`src/rtl/rv32i_memaccess_pkg.sv`:
```
// Shared definitions for the rv32i memory-access stage: opcode/exception bit
// positions, funct3 encodings and the bus FSM state type.
package rv32i_memaccess_pkg;

  localparam int OPCODE_WIDTH    = 11;
  localparam int EXCEPTION_WIDTH = 7;

  // one-hot opcode bundle bit positions
  localparam int OP_RTYPE  = 0;
  localparam int OP_ITYPE  = 1;
  localparam int OP_LOAD   = 2;
  localparam int OP_STORE  = 3;
  localparam int OP_BRANCH = 4;
  localparam int OP_JAL    = 5;
  localparam int OP_JALR   = 6;
  localparam int OP_LUI    = 7;
  localparam int OP_AUIPC  = 8;
  localparam int OP_SYSTEM = 9;
  localparam int OP_FENCE  = 10;

  localparam logic [2:0] F3_LB  = 3'b000;
  localparam logic [2:0] F3_LH  = 3'b001;
  localparam logic [2:0] F3_LW  = 3'b010;
  localparam logic [2:0] F3_LBU = 3'b100;
  localparam logic [2:0] F3_LHU = 3'b101;

  // exception flag bit positions; the upper three are raised by this stage
  localparam int EXC_ILLEGAL          = 0;
  localparam int EXC_ECALL            = 1;
  localparam int EXC_EBREAK           = 2;
  localparam int EXC_MRET             = 3;
  localparam int EXC_LOAD_MISALIGNED  = 4;
  localparam int EXC_STORE_MISALIGNED = 5;
  localparam int EXC_BUS_ERROR        = 6;

  typedef enum logic [1:0] {
    ST_IDLE     = 2'd0,
    ST_REQ      = 2'd1,
    ST_WAIT_ACK = 2'd2,
    ST_DONE     = 2'd3
  } mem_state_t;

  // size is funct3[1:0]: 00 byte, 01 half, 10 word
  function automatic logic is_misaligned(input logic [1:0] size, input logic [1:0] addr_lo);
    logic mis;
    mis = 1'b0;
    case (size)
      2'b01:   mis = addr_lo[0];
      2'b10:   mis = (addr_lo != 2'b00);
      default: mis = 1'b0;
    endcase
    return mis;
  endfunction

endpackage

```
`src/rtl/rv32i_memaccess_lanes.sv`:
```
// Byte-lane steering for stores, alignment check, and load byte/half
// extraction with sign or zero extension.
module rv32i_memaccess_lanes
  import rv32i_memaccess_pkg::*;
(
  input  logic [1:0]  addr_lo,
  input  logic [1:0]  size,
  input  logic [31:0] store_data,
  output logic [3:0]  sel,
  output logic [31:0] wdata,
  output logic        misaligned,
  input  logic [2:0]  ld_funct3,
  input  logic [1:0]  ld_offset,
  input  logic [31:0] bus_data,
  output logic [31:0] load_data
);

  logic [31:0] shifted;

  always_comb begin
    sel   = 4'b0000;
    wdata = store_data;
    case (size)
      2'b00: begin
        sel   = 4'b0001 << addr_lo;
        wdata = {4{store_data[7:0]}};
      end
      2'b01: begin
        sel   = addr_lo[1] ? 4'b1100 : 4'b0011;
        wdata = {2{store_data[15:0]}};
      end
      default: sel = 4'b1111;
    endcase
  end

  assign misaligned = is_misaligned(size, addr_lo);

  // move the addressed byte/half down to bit 0 before extending
  assign shifted = bus_data >> {ld_offset, 3'b000};

  always_comb begin
    load_data = bus_data;
    case (ld_funct3)
      F3_LB:   load_data = {{24{shifted[7]}}, shifted[7:0]};
      F3_LH:   load_data = {{16{shifted[15]}}, shifted[15:0]};
      F3_LBU:  load_data = {24'd0, shifted[7:0]};
      F3_LHU:  load_data = {16'd0, shifted[15:0]};
      default: load_data = bus_data;
    endcase
  end

endmodule

```
`src/rtl/rv32i_memaccess.sv`:
```
// rv32i memory-access stage: runs a pipelined Wishbone transaction for
// loads/stores, stalls execute while it is outstanding, forwards writeback info.
module rv32i_memaccess
  import rv32i_memaccess_pkg::*;
#(
  parameter int TIMEOUT_CYCLES = 255
) (
  input  logic                       i_clk,
  input  logic                       i_rst_n,
  input  logic [31:0]                i_y,
  input  logic [31:0]                i_rs2,
  input  logic [2:0]                 i_funct3,
  input  logic [OPCODE_WIDTH-1:0]    i_opcode,
  input  logic [EXCEPTION_WIDTH-1:0] i_exception,
  input  logic [4:0]                 i_rd_addr,
  input  logic                       i_wr_rd,
  input  logic                       i_ce,
  input  logic                       i_stall,
  input  logic                       i_flush,
  output logic                       o_stall_from_mem,
  output logic                       o_wb_cyc,
  output logic                       o_wb_stb,
  output logic                       o_wb_we,
  output logic [31:0]                o_wb_addr,
  output logic [31:0]                o_wb_data,
  output logic [3:0]                 o_wb_sel,
  input  logic                       i_wb_ack,
  input  logic                       i_wb_stall,
  input  logic [31:0]                i_wb_data,
  output logic [4:0]                 o_rd_addr,
  output logic [31:0]                o_rd,
  output logic                       o_wr_rd,
  output logic [EXCEPTION_WIDTH-1:0] o_exception,
  output logic                       o_ce,
  output logic                       o_flush
);

  localparam int CNT_W = $clog2(TIMEOUT_CYCLES + 1);
  localparam logic [CNT_W-1:0] CNT_LOAD = CNT_W'(TIMEOUT_CYCLES);
  localparam logic [EXCEPTION_WIDTH-1:0] BUS_ERR_MASK = EXCEPTION_WIDTH'(1 << EXC_BUS_ERROR);

  mem_state_t state, state_next;

  logic [CNT_W-1:0] tmo_cnt;
  logic             pend_load;
  logic             pend_wr_rd;
  logic             pend_flush;
  logic [2:0]       pend_funct3;
  logic [1:0]       pend_offset;
  logic             skip;

  logic is_load, is_store, is_mem;
  logic accept, start_bus, misalign_hit;
  logic done_now, bus_err;
  logic misaligned;
  logic [3:0]  lane_sel;
  logic [31:0] lane_data;
  logic [31:0] load_data;
  logic [EXCEPTION_WIDTH-1:0] misalign_exc;
  logic unused_opcode;

  assign unused_opcode = ^i_opcode;

  assign is_load  = i_opcode[OP_LOAD];
  assign is_store = i_opcode[OP_STORE];
  // an instruction already carrying an exception never touches the bus
  assign is_mem   = (is_load || is_store) && (i_exception == '0);

  // skip: execute is still presenting the instruction that just finished
  assign accept       = i_ce && !i_stall && !i_flush && (state == ST_IDLE) && !skip;
  assign start_bus    = accept && is_mem && !misaligned;
  assign misalign_hit = accept && is_mem && misaligned;

  always_comb begin
    misalign_exc = '0;
    misalign_exc[EXC_LOAD_MISALIGNED]  = is_load;
    misalign_exc[EXC_STORE_MISALIGNED] = is_store && !is_load;
  end

  rv32i_memaccess_lanes u_lanes (
    .addr_lo    (i_y[1:0]),
    .size       (i_funct3[1:0]),
    .store_data (i_rs2),
    .sel        (lane_sel),
    .wdata      (lane_data),
    .misaligned (misaligned),
    .ld_funct3  (pend_funct3),
    .ld_offset  (pend_offset),
    .bus_data   (i_wb_data),
    .load_data  (load_data)
  );

  always_comb begin
    state_next = state;
    done_now   = 1'b0;
    bus_err    = 1'b0;
    case (state)
      ST_IDLE: begin
        if (start_bus) state_next = ST_REQ;
      end
      ST_REQ: begin
        if (!i_wb_stall) begin
          if (i_wb_ack) begin
            state_next = ST_DONE;
            done_now   = 1'b1;
          end else begin
            state_next = ST_WAIT_ACK;
          end
        end
      end
      ST_WAIT_ACK: begin
        if (i_wb_ack) begin
          state_next = ST_DONE;
          done_now   = 1'b1;
        end else if (tmo_cnt <= CNT_W'(1)) begin
          state_next = ST_DONE;
          done_now   = 1'b1;
          bus_err    = 1'b1;
        end
      end
      ST_DONE: begin
        if (!i_stall || i_flush) state_next = ST_IDLE;
      end
      default: state_next = ST_IDLE;
    endcase
    o_stall_from_mem = start_bus || (state != ST_IDLE);
  end

  always_ff @(posedge i_clk or negedge i_rst_n) begin
    if (!i_rst_n) begin
      state       <= ST_IDLE;
      tmo_cnt     <= '0;
      pend_load   <= 1'b0;
      pend_wr_rd  <= 1'b0;
      pend_flush  <= 1'b0;
      pend_funct3 <= '0;
      pend_offset <= '0;
      skip        <= 1'b0;
      o_wb_cyc    <= 1'b0;
      o_wb_stb    <= 1'b0;
      o_wb_we     <= 1'b0;
      o_wb_addr   <= '0;
      o_wb_data   <= '0;
      o_wb_sel    <= '0;
      o_rd_addr   <= '0;
      o_rd        <= '0;
      o_wr_rd     <= 1'b0;
      o_exception <= '0;
      o_ce        <= 1'b0;
      o_flush     <= 1'b0;
    end else begin
      state   <= state_next;
      o_flush <= i_flush;
      case (state)
        ST_IDLE: begin
          if (i_flush) begin
            o_ce    <= 1'b0;
            o_wr_rd <= 1'b0;
            skip    <= 1'b0;
          end else if (accept) begin
            o_rd_addr <= i_rd_addr;
            o_rd      <= i_y;
            if (start_bus) begin
              o_ce        <= 1'b0;
              o_wr_rd     <= 1'b0;
              o_exception <= i_exception;
              o_wb_cyc    <= 1'b1;
              o_wb_stb    <= 1'b1;
              o_wb_we     <= is_store;
              o_wb_addr   <= {i_y[31:2], 2'b00};
              o_wb_data   <= lane_data;
              o_wb_sel    <= lane_sel;
              pend_load   <= is_load;
              pend_wr_rd  <= i_wr_rd && is_load;
              pend_funct3 <= i_funct3;
              pend_offset <= i_y[1:0];
              pend_flush  <= 1'b0;
            end else if (misalign_hit) begin
              o_ce        <= 1'b1;
              o_wr_rd     <= 1'b0;
              o_exception <= i_exception | misalign_exc;
            end else begin
              o_ce        <= 1'b1;
              o_wr_rd     <= i_wr_rd;
              o_exception <= i_exception;
            end
          end else if (!i_stall) begin
            o_ce <= 1'b0;
            skip <= 1'b0;
          end
        end
        ST_REQ: begin
          if (i_flush) pend_flush <= 1'b1;
          if (!i_wb_stall) begin
            o_wb_stb <= 1'b0;
            tmo_cnt  <= CNT_LOAD;
          end
        end
        ST_WAIT_ACK: begin
          if (i_flush) pend_flush <= 1'b1;
          tmo_cnt <= tmo_cnt - 1'b1;
        end
        ST_DONE: begin
          if (i_flush || !i_stall) begin
            o_ce       <= 1'b0;
            pend_flush <= 1'b0;
            skip       <= !i_flush;
          end
        end
        default: ;
      endcase
      if (done_now) begin
        o_wb_cyc <= 1'b0;
        o_wb_stb <= 1'b0;
        tmo_cnt  <= '0;
        if (pend_load && !bus_err) o_rd <= load_data;
        o_wr_rd <= pend_wr_rd && !bus_err;
        if (bus_err) o_exception <= o_exception | BUS_ERR_MASK;
        o_ce <= !(pend_flush || i_flush);
      end
    end
  end

endmodule

```
`config.mk`:
```
export PLATFORM = sky130hd
export DESIGN_NAME = rv32i_memaccess
export DESIGN_NICKNAME = d
export VERILOG_FILES = /design/src/rtl/rv32i_memaccess_pkg.sv /design/src/rtl/rv32i_memaccess_lanes.sv /design/src/rtl/rv32i_memaccess.sv
export SDC_FILE = /design/constraint.sdc
export NUM_CORES = 1
export LEC_CHECK = 0
export ABC_AREA = 1
export BUFFER_PORTS_ARGS = -buffer_cell sky130_fd_sc_hd__buf_2
export CAP_MARGIN = 30
export CORE_MARGIN = 3
export CORE_UTILIZATION = 51
export CTS_CLUSTER_DIAMETER = 150
export DETAILED_ROUTE_END_ITERATION = 16
export GPL_TIMING_DRIVEN = 0
export PLACE_DENSITY_LB_ADDON = 0.25
export SLEW_MARGIN = 20
export SYNTH_ARGS = -nofsm -noshare
export SYNTH_HDL_FRONTEND = slang
export SYNTH_SLANG_ARGS = --single-unit
```
`constraint.sdc`:
```
create_clock -name i_clk -period 2.1 [get_ports i_clk]
set_input_delay 0.105 -clock i_clk [delete_from_list [all_inputs] [get_ports i_clk]]
set_output_delay 0.105 -clock i_clk [all_outputs]
set_load 0.05 [all_outputs]
```
== Word level (Yosys, flattened, before mapping) ==
Index checks and enable logic that the tools add are counted.

* Register bits after elaboration: 135
* Bits of input ports: 130
* Output and inout port bits: 119
* Word-level logic and storage cells: 164

* Add/sub/neg operators: 1
* Magnitude comparators: 1
* Equal/unequal tests: 25
* Shifts and indexed selects: 2
* Muxes and demuxes: 64
* Bitwise operators: 2
* Reductions and logical operators: 48

{| class="wikitable"
|+ Operators with widths
! kind !! count
|-
| 32-bit two-way mux || 5
|-
| 32-bit case mux with 4 select lines || 1
|-
| 32-bit case mux with 2 select lines || 1
|-
| 7-bit two-way mux || 7
|-
| 1-bit two-way mux || 33
|-
| 32-bit by 5-bit right shift with 16-bit output || 1
|-
| 3-bit != test (second input constant) || 8
|-
| 8-bit two-way mux || 2
|-
| 8-bit case mux with 2 select lines || 1
|-
| 4-bit AND reduction || 4
|-
| 1-bit logical AND || 12
|-
| 2-bit != test (second input constant) || 6
|-
| 2-bit nonzero test || 6
|-
| 3-bit nonzero test || 4
|-
| 2-bit two-way mux || 5
|-
| 1-bit case mux with 2 select lines || 5
|-
| 5-bit AND reduction || 2
|-
| 8-bit by 1-bit less-or-equal comparator with 1-bit output (second input constant) || 1
|-
| 2-bit case mux with 4 select lines || 1
|-
| 4-bit case mux with 2 select lines || 1
|-
| 8-bit by 1-bit subtractor with 8-bit output (second input constant) || 1
|-
| 1-bit zero test || 7
|-
| 7-bit zero test || 1
|-
| 7-bit by 6-bit OR with 7-bit output || 1
|-
| 16 further kinds || 27
|}

== Logic depth before layout (Yosys ltp) ==
Gate-level depths: netlist (run 1).

* Word-level depth: 14
* Mapped depth: 14
* Gate-level depth less buffers: 13

== Modules after synthesis ==
A second synthesis (run 1) with hierarchy kept.

* Cell total of the unflattened synthesis: 1061
* Area, all modules: 7574.8 µm²

{| class="wikitable"
|+ Modules (own cells, without submodules)
! module !! instances !! cells each !! area an instance (µm²) !! sequential area each (µm²)
|-
| rv32i_memaccess || 1 || 749 || 6088.3 || 3378.2
|-
| rv32i_memaccess_lanes || 1 || 312 || 1486.4 || 0.0
|}

== Least setup slack after synthesis (run 1) ==
Ideal clock, no wire load.

* Path type: reg2reg
* Start point: reg state[0]
* End point: reg state[0]
* Arrival time: 1.711 ns
* Required time: 1.969 ns
* Setup slack: 0.258 ns
* Stages on the path, launching flop included: 10
* Clock period less this slack: 1.842 ns
* Cells stage by stage: dfrtp_1 > inv_1 > ha_1 > nand2_1 > nor2_4 > nand3_4 > nand2_2 > nand4_1 > nand2_1 > o21ai_0

* Longest elaborated chain between the ends: 7

{| class="wikitable"
|+ Ends and longest elaborated chain
! item !! RTL line !! text
|-
| start, declared || rv32i_memaccess.sv:42 || <nowiki>mem_state_t state, state_next;</nowiki>
|-
| start signal, assigned || rv32i_memaccess.sv:152 || <nowiki>state <= state_next;</nowiki>
|-
| 2-bit zero test || rv32i_memaccess.sv:70, rv32i_memaccess.sv:97 ||
|-
| 1-bit logical AND (2 in a row) || rv32i_memaccess.sv:70 || <nowiki>assign accept = i_ce && !i_stall && !i_flush && (state == ST_IDLE) && !skip;</nowiki>
|-
| 1-bit logical AND (2 in a row) || rv32i_memaccess.sv:71 || <nowiki>assign start_bus = accept && is_mem && !misaligned;</nowiki>
|-
| 2-bit != test (no line) || -- ||
|-
| 4-bit AND reduction (no line) || -- ||
|}

Parallel ways exist; a longest one is shown, timed or not.
A chain may end at the register's enable or synchronous reset.

== Final worst setup path (run 1) ==
* Start point: in i_funct3[1]
* End point: reg o_wb_data[13]

* Longest elaborated chain between the ends: 5

{| class="wikitable"
|+ Ends and longest elaborated chain
! item !! RTL line !! text
|-
| start, declared || rv32i_memaccess.sv:12 || <nowiki>input logic [2:0] i_funct3,</nowiki>
|-
| 2-bit equality test / 2-bit by 1-bit equality test with 1-bit output (equally long branches) || rv32i_memaccess_pkg.sv:47, rv32i_memaccess_lanes.sv:23 ||
|-
| 1-bit case mux with 2 select lines || rv32i_memaccess_pkg.sv:47 || <nowiki>case (size)</nowiki>
|-
| 1-bit zero test || rv32i_memaccess.sv:71 ||
|-
| 1-bit logical AND || rv32i_memaccess.sv:71 ||
|-
| 4-bit AND reduction (no line) || -- ||
|-
| end signal, assigned || rv32i_memaccess.sv:171 || <nowiki>o_wb_data <= lane_data;</nowiki>
|-
| end, declared || rv32i_memaccess.sv:25 || <nowiki>output logic [31:0] o_wb_data,</nowiki>
|}

Parallel ways exist; a longest one is shown, timed or not.

==> results of run 1 <==
registers in the layout, summed over array words and instances, names as in the netlist, 2 cells and up:
signal       cells
o_rd            32
o_wb_data       32
o_wb_addr       30
tmo_cnt          8
o_exception      7
o_rd_addr        5
o_wb_sel         4
pend_funct3      3
pend_offset      2
state            2
worst max-delay path: stages:
cell           delay, ps
dlygate4sd3_1        560
buf_2                140
inv_1                100
ha_2                 230
nand2_1               60
nand2_1               60
nand3_2              120
nand3_4              140
buf_4                200
clkbuf_1             400
o21ai_1              170
layout by cell type (no fill, tap or decap), types with 3 or more instances in the layout:
cell type / instances
inv_2: 11
o211ai_1: 5
nand4_1: 11
bufinv_16: 4
clkbuf_1: 9
clkinv_4: 3
a22o_1: 6
nor3_1: 6
clkinvlp_4: 4
buf_2: 260
o21ai_2: 28
nand2_2: 11
nand3_1: 44
nor2_1: 39
o21ai_1: 57
dfrtp_1: 135
ha_1: 7
o21ai_0: 71
clkbuf_16: 17
buf_6: 7
clkbuf_2: 4
inv_1: 70
nand2_1: 389
dlygate4sd3_1: 76
buf_4: 12
a211oi_1: 3
nor2_4: 3
a21oi_1: 29
power breakdown:
part | switching (uW) | total, uW | internal (uW)
clock network | 1200 | 3190 | 2000
registers | 331 | 3450 | 3120
logic | 3190 | 4540 | 1350
what timing repair did:
action	4_1_cts	5_1_grt
gates resized for setup	3	25
endpoints found under the hold margin	118	0
pin swaps	0	3
cloned	0	0
hold buffers	76	0
endpoints found under the setup margin	58	102
buffers inserted	2	3
kinds of logic after synthesis:
logic type | synth area share
AOI/OAI and AO/OA | 0.161
adders and majority gates | 0.0169
buffers and inverters | 0.0826
DFF | 0.456
other | 0.000506
and+or+nand+nor | 0.283
layer usage:
metal | wire length, um | share of wire | global-route usage
met5 | 13 | 0.00053 | 0
met4 | 1110 | 0.045 | 0.143
met3 | 2090 | 0.084 | 0.0762
met2 | 11800 | 0.48 | 0.521
met1 | 9770 | 0.39 | 0.385
metrics by stage:
stage	hold WS [ps]	power (uW)	std cells	TNS (ps)
6_report	1.55	11200	1530	0
5_1_grt	12.8	11800	1530	-31.6
4_1_cts	1.66	11100	1526	0
2_1_floorplan	-191	6650	998	0
3_5_place_dp	18.4	7750	1416	-1450
3_3_place_gp	304	7640	1415	-129830
cell type report:
cell class	instances	share of cell area
diodes	1	0.000242
plain buffers	51	0.0293
clock buffers	18	0.0415
clock inverters	14	0.0192
inverters	84	0.0308
multi-input cells	728	0.334
flip-flops and latches	135	0.327
well taps	180	0.0218
repair buffers	319	0.196
how the worst max path moves through the flow:
stage / from / to / slack [ps] / depth (start not counted)
3_5_place_dp: state[0] / o_wb_data[14] / -60 / 9
3_3_place_gp: i_rst_n / o_wb_stb / -970 / 1
6_report: i_funct3[1] / o_wb_data[13] / 100 / 11
2_1_floorplan: state[0] / state[0] / 260 / 9
4_1_cts: i_funct3[1] / o_wb_data[14] / 20 / 11
5_1_grt: i_funct3[1] / o_wb_data[9] / -30 / 9
==> out/qor.yml, run 1 <==
antenna_found_initial: 2
htreeDepth: 4
min_from: "i_rs2[14]"
syn_area_um2: 7410
preCtsSetupSlack_ps: -62.3
path_clk_slew_ps: 60
r2r-end: "o_rd[6]"
synth_top_area_frac: 0.456
p_leak_uw: 0.00569
finalNetCount: 1476
synth_area_leaders: "dfrtp_1, nand2_1, o21ai_0, o21ai_1, inv_1"
placed_area_um2: 8860
viasPerCell: 5.31
synthFlopType: "dfrtp_1"
first_iter_violations: 681
wl_per_cell_um: 16.2
die_w_um: 127
crit_fanout: 10
grt_overflow: 0
clock_sinks: 135
ys_seq_area_frac: 0.456
grt_start_max_net_pins: 93
ys_warn_count: 0
coreArea_um2: 14000
cp-end-kind: "register"
ir_worst_vdd_uv: 1030
tightest_slew_ps: 663
cp-start-kind: "input port"
ys_types: 36
syn2layout_area_growth_pct: 39.6
synthCells: 997
routed_wl_mm: 24.8
die_y_um: 127
cts_buffers: 17
critPathArrivalTime_ps: 2280
drive_gt1_frac: 0.283
cap_violations: 0
gp_congestion: 0.976
drc: 0
grt_use_total: 0.313
relSlewSlack: 0.558
final_hold_viol_count: 0
cp_data_required_time_ps: 2390
clk_path_buf_depth: 2
fillers: 1068
start_util: 0.528
fin_ws_ps: 103
critical_path_class: "in2reg"
drv_slew: 0
fmax_mhz: 501
rows: 43
insertion_delay_ps: 420
cts_tree: "yes"
ioPinCount: 249
yosysTopAreaCell: "dfrtp_1"
post-route-period-util: 0.951
port_buffers: 237
ys_ff_latch: 135
yosysMostFrequentCell: "nand2_1"
route.vias.total: 8124
status: "completed"
finalClockSkew_ps: 7.43
rsz0062_at_grt: "yes"
reg2reg_from: "tmo_cnt[1]"
final_util: 0.737
r2r_slack_ps: 120
stdcell_area_um2: 10300
grt_pass1_vias: 8179
seqCellArea_um2: 3380
cts_root_buf: "clkbuf_16"
die_area_um2: 16000
min_to: "o_wb_data[14]"
drt_first_pass_iters: 6
ant_nets: 0
fin_crit_ps: 2000
hpwlAfterDp_mm: 17.0
synthTopCellsByCount: "nand2_1, dfrtp_1, inv_1, o21ai_0, o21ai_1"
synth.avg_cell_area_um2: 7.43
hold_depth: 3
setup_viol: 0
async_flop_share: 1.00
grt_pass1_wl_mm: 40.5
hold_class: "in2reg"
p_per_area_nw_per_um2: 1080
synth_edf_count: 0
reg2reg_depth: 12
multi_input_area_um2: 3460
(Power assumes the default switching activity.)
==> inputs of run 2 (changes only) <==
--- a/config.mk
+++ b/config.mk
@@ -12,9 +12,11 @@
 export CORE_UTILIZATION = 51
 export CTS_CLUSTER_DIAMETER = 150
 export DETAILED_ROUTE_END_ITERATION = 16
+export GPL_ROUTABILITY_DRIVEN = 0
 export GPL_TIMING_DRIVEN = 0
 export PLACE_DENSITY_LB_ADDON = 0.25
 export SLEW_MARGIN = 20
 export SYNTH_ARGS = -nofsm -noshare
 export SYNTH_HDL_FRONTEND = slang
+export SYNTH_HIERARCHICAL = 1
 export SYNTH_SLANG_ARGS = --single-unit
==> run 2 against run 1 <==
Flip-flop and latch count did not move; first-iteration DRC count up 14%; wire length up 1.0%; synthesized cell count rose by 6.4%; critical path depth is 3 lower; sequential power rose by 2%; total power decreased by 3.0%; combinational power down 3%; setup slack better by 1.5 ps; final cell count is 3.3% higher; via count up 2.6%; non-clock buffer count shrank 4; critical path type is now reg2out; highest routed layer is now met4.
==> out/qor.yml, run 2 <==
fin_crit_ps: 2000  # -1.48 ps
drive_gt1_frac: 0.266  # -0.0175
yosysTopAreaCell: "dfrtp_1"
drt_first_pass_iters: 6  # unchanged
cp-start-kind: "register"
placed_area_um2: 9030  # +1.9%
final_common_cell: "nand2_1"
grt_start_max_net_pins: 73  # -22%
drc: 0  # unchanged
worst_hold_slack_ps: 4.65  # +3.10 ps
route.vias.total: 8334  # +2.6%
antenna_found_initial: 0  # -2
cp_data_required_time_ps: 2000  # -390 ps
path_clk_slew_ps: 60  # about the same
crit_fanout: 10  # unchanged
p_per_area_nw_per_um2: 1050  # -3.2%
first_iter_violations: 778  # +14%
rows: 43  # unchanged
cts_tree: "yes"
clock_sinks: 135  # unchanged
start_util: 0.533  # +0.00563
hold_class: "in2reg"
tightest_slew_ps: 568  # -95.5 ps
htreeDepth: 4  # unchanged
ioPinCount: 249  # unchanged
synthCells: 1061  # +6.4%
clk_path_buf_depth: 2  # unchanged
ys_ff_latch: 135  # unchanged
syn2layout_area_growth_pct: 36.9
synth_edf_count: 0  # unchanged
synthTopCellsByCount: "nand2_1, dfrtp_1, inv_1, o21ai_0, nor2_1"
finalNetCount: 1527  # +3.5%
wl_per_cell_um: 15.8  # -2.2%
synthFlopType: "dfrtp_1"
port_buffers: 237  # unchanged
setup_viol: 0  # unchanged
fmax_mhz: 501  # about the same
synth_top_area_frac: 0.446  # -0.00994
synth.avg_cell_area_um2: 7.14  # -3.9%
synth_area_leaders: "dfrtp_1, nand2_1, o21ai_0, inv_1, o21ai_1"
critPathArrivalTime_ps: 1890  # -390 ps
ys_warn_count: 6  # +6
cp-end-kind: "output pin"
grt_use_total: 0.306  # -0.00666
hpwlAfterDp_mm: 17.7  # +4.4%
relSlewSlack: 0.621  # +0.0637
drv_slew: 0  # unchanged
syn_area_um2: 7570  # +2.2%
cts_root_buf: "clkbuf_16"
grt_overflow: 0  # unchanged
cts_buffers: 17  # unchanged
final_cell_mix: "nand2_1, buf_2, dfrtp_1"
die_w_um: 128  # +1.1%
post-route-period-util: 0.950  # about the same
cap_violations: 0  # unchanged
stdcell_area_um2: 10400  # +0.22%
critical_path_class: "reg2out"
async_flop_share: 1.00  # unchanged
die_y_um: 128  # +1.1%
grt_pass1_wl_mm: 39.7  # -2.0%
p_leak_uw: 0.00589  # +3.4%
reg_top3: "o_rd: 32 flops, o_wb_data: 32 flops, o_wb_addr: 30 flops"
finalClockSkew_ps: 11.1  # +3.71 ps
grt_pass1_vias: 8152  # -0.33%
insertion_delay_ps: 420  # about the same
viasPerCell: 5.27  # -0.72%
final_hold_viol_count: 0  # unchanged
coreArea_um2: 14200  # +1.1%
routed_wl_mm: 25.0  # +1.0%
ir_worst_vdd_uv: 691  # -33%
finalSetupTns_ps: 0  # unchanged
die_area_um2: 16400  # +2.1%
ys_seq_area_frac: 0.446  # -0.00994
yosysMostFrequentCell: "nand2_1"
ys_types: 35  # -2.8%
fin_ws_ps: 105  # +1.48 ps
status: "completed"
preCtsSetupSlack_ps: -61.7  # +0.576 ps
ant_nets: 0  # unchanged
run 2: power by group:
group | total, uW | internal (uW) | switching [uW]
sequential | 3520 | 3150 | 372
clock | 2910 | 1690 | 1220
combinational | 4420 | 1250 | 3170
total | 10800 | 6090 | 4760
run 2: what timing repair did:
item / in CTS / in global routing
pin swaps: 1 / 1
hold buffers: 67 / 0
hold endpoints to repair: 137 / 0
setup endpoints to repair: 35 / 48
setup buffers: 1 / 0
resized for setup: 4 / 35
run 2: cell type report:
cell class | count | area [um^2]
plain buffers | 60 | 385
clock buffers | 18 | 439
fillers | 1097 | 3840
multi-input cells | 748 | 3430
flip-flops and latches | 135 | 3380
well taps | 180 | 225
clock inverters | 14 | 141
inverters | 119 | 454
repair buffers | 306 | 1910
diodes | 1 | 2.50
run 2: routing by layer:
metal,part of all wire,wire (um),GRT usage,vias up
li1,-,-,-,3966
met1,0.39,9760,0.370,3904
met2,0.49,12300,0.521,395
met3,0.083,2090,0.0763,69
met4,0.034,862,0.131,0
met5,0,0,0,-
run 2: logic make-up (layout without fill, tap and decap cells):
kind of cell,count (synthesis),in the layout,share of synthesized area
AO/OA/AOI/OAI,183,183,0.127
adder cells (fa/ha/maj),10,10,0.0165
flip-flops,135,135,0.446
other,1,3,0.000495
buffers and inverters,179,517,0.109
AND/OR/NAND/NOR,553,553,0.301
run 2: critical path, cell delays in order, from the launching register on:
cell     delay, ps
dfrtp_2        440
inv_2          100
ha_4           190
nand2_2         80
nor2_4         110
nand3_2        100
buf_6          180
nand2_4        100
buf_6          160
run 2: metrics by stage:
stage	std cells	power, uW	utilization
floorplan	1062	6530	-
global placement	1479	7570	0.633
detailed placement	1480	7670	0.636
CTS	1580	10700	0.725
global route	1580	11400	0.730
finish	1581	10800	0.730
run 2: final timing paths:
path / end / start / cells after the start / slack, ps
setup / recovery: o_stall_from_mem / state[0] / 8 / 100
hold / removal: o_wb_addr[4] / i_y[4] / 3 / 5
setup reg to reg: o_rd[26] / state[0] / 11 / 110
hold reg to reg: o_rd_addr[0] / o_rd_addr[0] / 2 / 470
max in group asynchronous: o_rd[12] / i_rst_n / 3 / 1160
min in group asynchronous: o_wb_data[3] / i_rst_n / 2 / 200
==> inputs of run 3 (changes only) <==
--- a/config.mk
+++ b/config.mk
@@ -9,11 +9,12 @@
 export BUFFER_PORTS_ARGS = -buffer_cell sky130_fd_sc_hd__buf_2
 export CAP_MARGIN = 30
 export CORE_MARGIN = 3
-export CORE_UTILIZATION = 51
+export CORE_UTILIZATION = 46
 export CTS_CLUSTER_DIAMETER = 150
 export DETAILED_ROUTE_END_ITERATION = 16
 export GPL_ROUTABILITY_DRIVEN = 0
 export GPL_TIMING_DRIVEN = 0
+export MAX_ROUTING_LAYER = met4
 export PLACE_DENSITY_LB_ADDON = 0.25
 export SLEW_MARGIN = 20
 export SYNTH_ARGS = -nofsm -noshare
==> constraint.sdc (replaced) <==
create_clock -name i_clk -period 1.64 [get_ports i_clk]
set_input_delay 0.082 -clock i_clk [delete_from_list [all_inputs] [get_ports i_clk]]
set_output_delay 0.082 -clock i_clk [all_outputs]
set_load 0.05 [all_outputs]
==> run 3 against run 2 <==
The run now ends with setup timing left; via count grew 4.3%; core utilization grew 2.0 points; register-to-register slack worse by 460 ps; largest power group unchanged.
==> out/qor.yml, run 3 (synthesis gave the netlist of run 2 again) <==
crit_chain: "inv_2, ha_4, nor2_2, nor2_1, nand2_2, nand2_2, nand2_2, nand2_4, nand2_8, nor2_4, buf_6, buf_8, nand2_4, nand2_2"
finalNetCount: 1591  # +4.2%
violations: "setup timing"
fin_crit_ps: 1990
path_common_cell: "nand2_2"
ioPinCount: 249  # unchanged
die_y_um: 134  # +5.0%
worst_hold_slack_ps: 13.6  # +8.97 ps
finalSetupTns_ps: -22630  # -22630 ps
ir_worst_vdd_uv: 864  # +25%
p_per_area_nw_per_um2: 1260  # +20%
tightest_slew_ps: 580  # +11.9 ps
cts_tree: "yes"
fin_ws_ps: -354  # -458 ps
net-switching-power_uw: 6600  # +39%
final_common_cell: "nand2_1"
antenna_found_initial: 0  # unchanged
start_util: 0.473  # -0.0599
crit_slowest_cell: "dfrtp_1"
wl_per_cell_um: 16.8  # +6.5%
cp_data_required_time_ps: 2000  # about the same
coreArea_um2: 16000  # +13%
final_cell_mix: "nand2_1, buf_2, dfrtp_1"
final_hold_viol_count: 0  # unchanged
cp-end-kind: "register"
fmax_mhz: 502
drc: 0  # unchanged
path_clk_slew_ps: 60  # about the same
cap_violations: 0  # unchanged
rsz0062_at_grt: "yes"
route.vias.total: 8689  # +4.3%
p_comb_frac: 0.444  # +0.037
drive_gt1_frac: 0.398  # +0.133
relSlewSlack: 0.614  # -0.00792
p_leak_uw: 0.00658  # +12%
hold_class: "in2reg"
grt_use_total: 0.300  # -0.00675
finalClockSkew_ps: 12.0  # +0.825 ps
port_buffers: 237  # unchanged
critPathBufInv: 3  # unchanged
drt_first_pass_iters: 7  # +1
final_util: 0.750  # +0.0201
p_int_uw: 8490  # +40%
critPathArrivalTime_ps: 2360  # +470 ps
cp-start-kind: "register"
critical-path-top-delay-family: "simple AND/OR/NAND/NOR gates"
setup_viol: 129  # +129
diodes: 0  # -1
stdcell_area_um2: 12000  # +16%
p_sw_frac: 0.437  # -0.00176
clkPwrFrac: 0.257  # -0.011
critical_path_class: "reg2reg"
slowest_delay_ps: 410  # -30 ps
clk_path_buf_depth: 2  # unchanged
insertion_delay_ps: 430  # about the same
status: "complete, but fails checks"
grt_pass1_wl_mm: 41.6  # +4.8%
grt_pass1_vias: 8356  # +2.5%
die_area_um2: 18000  # +10%
cts_root_buf: "clkbuf_16"
routed_wl_mm: 28.3  # +13%
ant_nets: 0  # unchanged
clock_sinks: 135  # unchanged
hpwlAfterDp_mm: 17.8  # +0.35%
reg_top3: "o_rd: 32 flops, o_wb_data: 32 flops, o_wb_addr: 30 flops"
fillers: 1165  # +6.2%
crit_fanout: 6  # -4
die_w_um: 134  # +5.0%
htreeDepth: 4  # unchanged
viasPerCell: 5.17  # -1.9%
grt_start_max_net_pins: 98  # +34%
first_iter_violations: 634  # -19%
cts_buffers: 17  # unchanged
placed_area_um2: 9140  # +1.2%
syn2layout_area_growth_pct: 58.4
seqPwrFrac: 0.298  # -0.026
post-route-period-util: 1.22
rows: 46  # +7.0%
grt_overflow: 0  # unchanged
drv_slew: 0  # unchanged
power_uw: 15100  # +39%
run 3: final timing paths:
path | from | end | slack [ps] | depth (start not counted)
max | tmo_cnt[1] | o_rd[27] | -350 | 14
min | i_wb_data[17] | o_rd[17] | 10 | 5
max reg2reg | tmo_cnt[1] | o_rd[27] | -350 | 14
min reg2reg | o_wb_data[27] | o_wb_data[27] | 480 | 2
max in group asynchronous | i_rst_n | o_wb_addr[13] | 730 | 3
min in group asynchronous | i_rst_n | o_wb_data[3] | 110 | 2
run 3: repair_timing:
item	in CTS	in global routing
endpoints found under the hold margin	211	0
hold buffers	77	0
endpoints found under the setup margin	135	135
setup buffers	26	24
cloned	5	8
pin swaps	19	40
resized for setup	137	188
run 3: power groups by stage:
| stage | Sequential (uW) | Clock (uW) | Combinational (uW) |
|---|---|---|---|
| 6_report | 4500 | 3880 | 6710 |
| 5_1_grt | 4550 | 4070 | 7150 |
| 4_1_cts | 4450 | 3900 | 6290 |
| 3_5_place_dp | 4520 | 0 | 5470 |
| 3_3_place_gp | 4500 | 0 | 5370 |
| 2_1_floorplan | 6340 | 0 | 2180 |
run 3: stage by stage:
stage	instances	setup WS (ps)
global route	1680	-434
floorplan	1062	-34.5
global placement	1515	-1470
finish	1680	-354
detailed placement	1516	-459
CTS	1656	-226
run 3: cell type report:
cell class | instances | area (um^2) | share of cell area
Timing Repair Buffer | 374 | 2690 | 0.224
Buffer | 56 | 527 | 0.0439
Clock inverter | 12 | 143 | 0.0119
Sequential cell | 135 | 3380 | 0.282
Clock buffer | 20 | 447 | 0.0372
Inverter | 119 | 463 | 0.0386
Multi-Input combinational cell | 748 | 4080 | 0.340
Tap cell | 216 | 270 | 0.0225
run 3: per-layer routing:
metal	global-route usage	up-vias	part of all wire
li1	-	4110	-
met1	0.351	4074	0.38
met2	0.504	425	0.51
met3	0.0638	80	0.074
met4	0.121	0	0.035
met5	-	-	0
run 3: worst register-to-register path, stage by stage (launching register included):
cell and delay, ps:
dfrtp_1 410, inv_2 120, ha_4 160, nor2_2 30, nor2_1 120, nand2_2 110, nand2_2 120, nand2_2 70
nand2_4 90, nand2_8 90, nor2_4 230, buf_6 140, buf_8 130, nand2_4 60, nand2_2 60
